File: config.mk
export PLATFORM = sky130hd
export DESIGN_NAME = f1_timer_engine
export DESIGN_NICKNAME = d
export VERILOG_FILES = /design/src/rtl/f1_pkg.sv /design/src/rtl/lfsr_7.sv /design/src/rtl/f1_timer_engine.sv
export SDC_FILE = /design/constraint.sdc
export NUM_CORES = 1
export LEC_CHECK = 0
export ABC_AREA = 1
export BUFFER_PORTS_ARGS = -buffer_cell sky130_fd_sc_hd__buf_2
export CORE_ASPECT_RATIO = 0.75
export CORE_MARGIN = 2
export CORE_UTILIZATION = 35
export CTS_CLUSTER_SIZE = 20
export DETAILED_ROUTE_END_ITERATION = 10
export PLACE_DENSITY = 0.47
export SYNTH_ARGS = -nofsm -noshare
export SYNTH_HDL_FRONTEND = slang
export SYNTH_SLANG_ARGS = --single-unit
File: constraint.sdc
create_clock -name clk -period 1.85 [get_ports clk]
set_input_delay 0.0925 -clock clk [delete_from_list [all_inputs] [get_ports clk]]
set_output_delay 0.0925 -clock clk [all_outputs]
set_load 0.005 [all_outputs]
File: src/rtl/f1_pkg.sv
// Shared types and constants for the F1 start-light timing engine.
package f1_pkg;

  typedef enum logic [1:0] {
    IDLE,
    COUNT,
    DONE
  } delay_state_t;

  localparam logic [6:0] LFSR_SEED = 7'h01;
  localparam int LFSR_TAP_A = 6;
  localparam int LFSR_TAP_B = 2;

endpackage

File: src/rtl/lfsr_7.sv
// Free-running 7-bit Fibonacci LFSR, x^7 + x^3 + 1.
module lfsr_7
  import f1_pkg::*;
(
  input  logic       clk,
  input  logic       rst,
  output logic [6:0] q
);

  always_ff @(posedge clk or posedge rst) begin
    if (rst) q <= LFSR_SEED;
    else     q <= {q[5:0], q[LFSR_TAP_A] ^ q[LFSR_TAP_B]};
  end

endmodule

File: src/rtl/f1_timer_engine.sv
// Tick divider and random-delay engine serving the start-light sequencer.
module f1_timer_engine
  import f1_pkg::*;
#(
  parameter int TICK_N = 24,
  parameter int UNIT_N = 1000
) (
  input  logic       clk,
  input  logic       rst,
  input  logic       en,
  input  logic       cmd_seq,
  input  logic       cmd_delay,
  output logic       tick,
  output logic       timeOut,
  output logic [6:0] delay_value,
  output logic       busy
);

  localparam int TW = $clog2(TICK_N);
  localparam int UW = (UNIT_N > 1) ? $clog2(UNIT_N) : 1;
  localparam logic [TW-1:0] TICK_LAST = TW'(TICK_N - 1);
  localparam logic [UW-1:0] UNIT_LAST = UW'(UNIT_N - 1);

  logic [6:0] lfsr_q;

  lfsr_7 u_lfsr (
    .clk (clk),
    .rst (rst),
    .q   (lfsr_q)
  );

  logic [TW-1:0] tick_cnt;
  logic          tick_zero;

  assign tick_zero = (tick_cnt == '0);
  assign tick      = cmd_seq & en & tick_zero;

  always_ff @(posedge clk or posedge rst) begin
    if (rst)           tick_cnt <= TICK_LAST;
    else if (!cmd_seq) tick_cnt <= TICK_LAST;
    else if (en)       tick_cnt <= tick_zero ? TICK_LAST
                                             : tick_cnt - TW'(1);
  end

  logic cmd_delay_q;
  logic start;

  assign start = cmd_delay & ~cmd_delay_q;

  delay_state_t  state, state_d;
  logic [6:0]    dly_cnt, dly_d, dv_d;
  logic [UW-1:0] unit_cnt, unit_d;

  always_comb begin
    state_d = state;
    dly_d   = dly_cnt;
    unit_d  = unit_cnt;
    dv_d    = delay_value;
    unique case (state)
      IDLE: begin
        if (start) begin
          dv_d    = lfsr_q;
          dly_d   = lfsr_q;
          unit_d  = UNIT_LAST;
          state_d = COUNT;
        end
      end
      COUNT: begin
        if (en) begin
          if (unit_cnt == '0) begin
            if (dly_cnt == 7'd1) begin
              state_d = DONE;
            end else begin
              dly_d  = dly_cnt - 7'd1;
              unit_d = UNIT_LAST;
            end
          end else begin
            unit_d = unit_cnt - UW'(1);
          end
        end
      end
      DONE:    state_d = IDLE;
      default: state_d = IDLE;
    endcase
  end

  always_ff @(posedge clk or posedge rst) begin
    if (rst) begin
      state       <= IDLE;
      dly_cnt     <= '0;
      unit_cnt    <= '0;
      delay_value <= '0;
      cmd_delay_q <= 1'b0;
    end else begin
      state       <= state_d;
      dly_cnt     <= dly_d;
      unit_cnt    <= unit_d;
      delay_value <= dv_d;
      cmd_delay_q <= cmd_delay;
    end
  end

  // timeOut is a pure decode of the registered state, so it is glitch-free
  assign timeOut = (state == DONE);
  assign busy    = (state != IDLE);

endmodule
== After elaboration in Yosys (flattened, before gate mapping) ==
Cells that the tools add are included.
Cells by class
  order comparisons: 0
  mux-type cells: 18
  reduce and logical (&&, ||, !) cells: 9
  multiply operators: 0
  shift operators: 0
  divide/modulo/power cells: 0
  bitwise operators: 5
  $add $sub $neg: 3
  equality and inequality tests: 10
Operators with widths (number)
  2-to-1 mux 10 bit: 4
  2-to-1 mux 7 bit: 4
  case mux 10 bit (2 select lines): 1
  2-to-1 mux 5 bit: 3
  case mux 7 bit (2 select lines): 1
  != test 2 bit (second input constant): 6
  zero test 10 bit: 1
  subtractor 10 x 1 -> 10 bit (second input constant): 1
  2-to-1 mux 2 bit: 4
  AND reduction 4 bit: 2
  == test 7 x 1 -> 1 bit (second input constant): 1
  subtractor 7 x 1 -> 7 bit (second input constant): 1
  zero test 5 bit: 1
  AND reduction 5 bit: 1
  subtractor 5 x 1 -> 5 bit (second input constant): 1
  case mux 2 bit (2 select lines): 1
  nonzero test 2 bit: 2
  bitwise AND 1 bit: 3
  != test 3 bit (second input constant): 1
  == test 2 x 1 -> 1 bit (second input constant): 1
  == test 2 bit (second input constant): 1
  zero test 2 bit: 1
  AND reduction 2 bit: 1
  inverter 1 bit: 1
  XOR 1 bit: 1
Word-level totals
  bits in writable memories: 0
  bits in registers: 39
  ROM bits: 0
  output and inout bits: 10
  bits in latches: 0
  input bits: 5
  logic and storage cells: 52
  memories: 0

== Logic depth before layout (Yosys ltp) ==
  depth after elaboration: 5
  gate-level depth with buffers: 10
  mapped depth without buffers: 10

== Hierarchy ==
Synthesis repeated with hierarchy kept, for this count alone.
Unflattened totals
  cells, all modules: 277
  area, all modules: 2080.7 um^2
By module, submodules not included
  f1_timer_engine: area an instance 1881.8 um^2, times used 1, cells an instance 264
  lfsr_7: area an instance 198.9 um^2, times used 1, cells an instance 13

== Worst setup path after synthesis ==
No wires, ideal clock.
  path kind: register to register
  start point: reg unit_cnt[0]
  end point: reg dly_cnt[1]
  buffers on the path: 1
  arrival time: 1400 ps
  setup slack: 327 ps
  cell stages (with the launch flop): 11
  setup time: 123 ps
  cell sequence: dfrtp_1 > inv_1 > ha_1 > nand2_2 > nor2_4 > nand3_4 > nand2_1 > nand3_2 > buf_6 > nand2_1 > o21ai_2
On the way
  cells in the longest elaborated chain, start to end: 3
Ends and longest elaborated chain
  from (decl): line f1_timer_engine.sv:52  | logic [UW-1:0] unit_cnt, unit_d;
  from (signal assigned): line f1_timer_engine.sv:97  | unit_cnt <= unit_d;
  zero test 10 bit: line f1_timer_engine.sv:70  | if (unit_cnt == '0) begin
  != test 2 bit (no line)
  AND reduction 5 bit (no line)
  to (signal assigned): line f1_timer_engine.sv:96  | dly_cnt <= dly_d;
  to (decl): line f1_timer_engine.sv:51  | logic [6:0] dly_cnt, dly_d, dv_d;
Every way passes these cells.
A chain may end at the register's enable or synchronous reset.

== Worst setup path in the final report ==
  start point: reg unit_cnt[0]
  end point: reg dly_cnt[2]
The elaborated chain is that of the path after synthesis.

==> metrics.txt <==
CP Capture Type=flip-flop; Buf/Inv on CP=2; CTS tree=yes; cts bufs inserted=5; Core Box Area=5770 sq um; RSZ-0062 raised after global routing=false; cells along the critical path=inv_1 > ha_1 > nand2_2 > nor2_4 > nand3_4 > nand2_2 > nand3_4 > buf_4 > nand2_1 > o21ai_2; CP delay by family, top=simple AND/OR/NAND/NOR gates; Die Span X=93.0 um; Max Slew Vio Count=0; fillcell total=607; actual slew at the worst max-slew pin=512 ps; Worst-path clk slew=80 ps; largest net degree at the start of global routing=40; Synth area leaders=dfrtp_1 (41%), nand2_1 (14%), inv_1 (6.5%), dfstp_2 (6.3%), nand3_1 (4.8%); most frequent cells in the layout=nand2_1 (76), inv_1 (36), dfrtp_1 (34); post-synthesis xor/xnor area fraction=0.842%; post-synthesis mux area share=1.62%; CP Max Fanout=8; Worst-Skew Late Latency=290 ps; CTS H-tree depth=2; starting density of the core=36.1%; Synthesis Warnings=0; number of diodes=0; Syn Nets=273; final critical-path required period=1650 ps; crit path launch type=flip-flop; Inst Count DP=356; compound-gate portion of the synthesized area=8.72%; post-synth top area share=40.9%; total global routing overflow=0; Worst EP required=2040 ps; pwr dens=1420 nW/um^2; vias in the first global route=1,545; Hold Path Class=in -> reg; Post-Route Skew=12.3 ps; Max IR drop VDD=0.000610 V; status=complete, no violations; root buffer selected by CTS=clkbuf_8; clk buf depth=2; arrival time at the worst endpoint=1840 ps; Area Overhead vs Synth=17.0%; nets=298; Rows=24; fin crit share=89.2%; Synth Area in Simple Gates=30.0%; filler-free cell count of the finished design=368; Remaining DRCs=0; area of the multi-input gates=917 sq um; final setup TNS=0 ps; Mapped Avg Cell Area=7.88 sq um; Final Hold Vio Count=0; Syn Inst Count=264; Via Count=1,630; FF+latch count, synth=39; number of placed I/O pins=15; Die H=70.8 um; register area share after synthesis=47.2%; FF+latch area=982 sq um; Setup Crit Path Kind=reg -> reg; die area=6580 sq um; Post-Syn Area=2080 sq um; crit path max-delay cell type=dfrtp_1; Iter 0 DRT Violations=94; port bufs=14; fmax=606 MHz; Antenna Nets Post-Route=0; Final GP Congestion=0.769; commonest non-fill, non-tap cell in the layout=nand2_1; routed length per instance=11.3 um; initial antenna violation count=0; Post-synth EDFFs=0; main flop type after synthesis=dfrtp_1; Final Setup Violations=0; GR Util All Layers=14.2%; share of cells above drive strength 1=19.7%; Clock Sinks=39; CP max stage delay=380 ps; FFs w/ async S/R, synth=100%; main combinational cell family by area after synthesis=simple AND/OR/NAND/NOR gates; Via density=4.43; MaxCap Viol Count=0; relative slew slack=65.9%; count of cell types in the netlist=29; adder-cell share of the synthesized area=2.41%; leakage power=1.24 nW; total wire length=4.15 mm; post-synth top area cell=dfrtp_1; TritonRoute pass-1 iters=4; detailed-placement wirelength estimate=2.96 mm; first-pass GRT wire length=7.38 mm
==> worst paths after layout <==
path	startpoint	to	slack, ps	depth (start not counted)
worst min-delay path	en	tick_cnt[0]	70	3
worst max-delay path	unit_cnt[0]	dly_cnt[2]	200	10
worst min register to register	u_lfsr.q[3]	u_lfsr.q[4]	380	0
worst max register to register	unit_cnt[0]	dly_cnt[2]	200	10
max in group asynchronous	rst	tick_cnt[4]	1020	4
min in group asynchronous	rst	unit_cnt[9]	460	4
==> flip-flops by register name, summed over array words and instances, names as in the netlist <==
name         flops
unit_cnt        10
delay_value      7
state            2
cmd_delay_q      1
tick_cnt         5
u_lfsr.q         7
dly_cnt          7
==> final cells by class <==
cell class | count | share of cell area [%]
well taps | 78 | 4.01
clock buffers | 5 | 2.83
flip-flops and latches | 39 | 40.4
clock inverters | 3 | 2.78
inverters | 41 | 6.33
repair buffers | 23 | 5.97
multi-input cells | 179 | 37.7
==> layer usage <==
metal	global-route usage (%)	wire length, um
met4	4.41	43
met3	3.51	114
met2	19.2	1550
met5	0	0
met1	22.2	2440
==> power by group <==
part | leakage, nW | internal, mW | total (mW) | switching (mW)
clock network | 0.0644 | 0.538 | 0.853 | 0.314
registers | 0.497 | 1.04 | 1.22 | 0.179
logic | 0.677 | 0.500 | 1.40 | 0.896
==> per-stage QoR <==
| step | setup slack (ps) | utilization (%) | total power [mW] | instance area (sq um) | hold WS (ps) |
|---|---|---|---|---|---|
| floorplan | 327 | - | 2.31 | 2080 | 124 |
| global placement | 163 | 39.0 | 2.61 | 2250 | 217 |
| detailed placement | 120 | 39.0 | 2.61 | 2250 | 217 |
| CTS | 113 | 41.9 | 3.48 | 2410 | 60.1 |
| global route | 20.3 | 42.2 | 3.80 | 2430 | 108 |
| finish | 201 | 42.2 | 3.46 | 2430 | 69.9 |
==> synth_stat cells (2+ instances only) <==
library cell / instances
ha_1: 4
nor2_2: 2
o21ai_0: 16
nand3_1: 20
buf_2: 2
xor2_1: 2
inv_1: 36
nor3_1: 2
nand2_2: 3
nor2_4: 3
inv_2: 4
nand2_1: 77
o21ai_2: 4
nand4_1: 6
mux2_2: 3
nand3_2: 2
nor2_1: 21
dfstp_2: 5
o21ai_1: 4
dfrtp_1: 34
a21oi_1: 5
buf_6: 2
==> kinds of logic (layout without fill, tap and decap cells) <==
logic type	count (synthesis)	count (layout)
adders and majority gates	4	4
AOI/OAI and AO/OA	32	32
and+or+nand+nor	138	138
muxes	3	3
buffers and inverters	46	72
DFF	39	39
xor gates and xnor gates	2	2
==> tightest hold or removal path: cells and delay by family <==
family | cells | cell delay (ps)
AOI/OAI and AO/OA | 2 | 130
buffers and inverters | 1 | 90
==> what timing repair did <==
item	CTS	global route
setup buffers	0	1
resized for setup	0	2
hold endpoints to repair	37	0
hold buffers	3	0
setup endpoints to repair	0	5
Power figures use the tool's default switching activity.
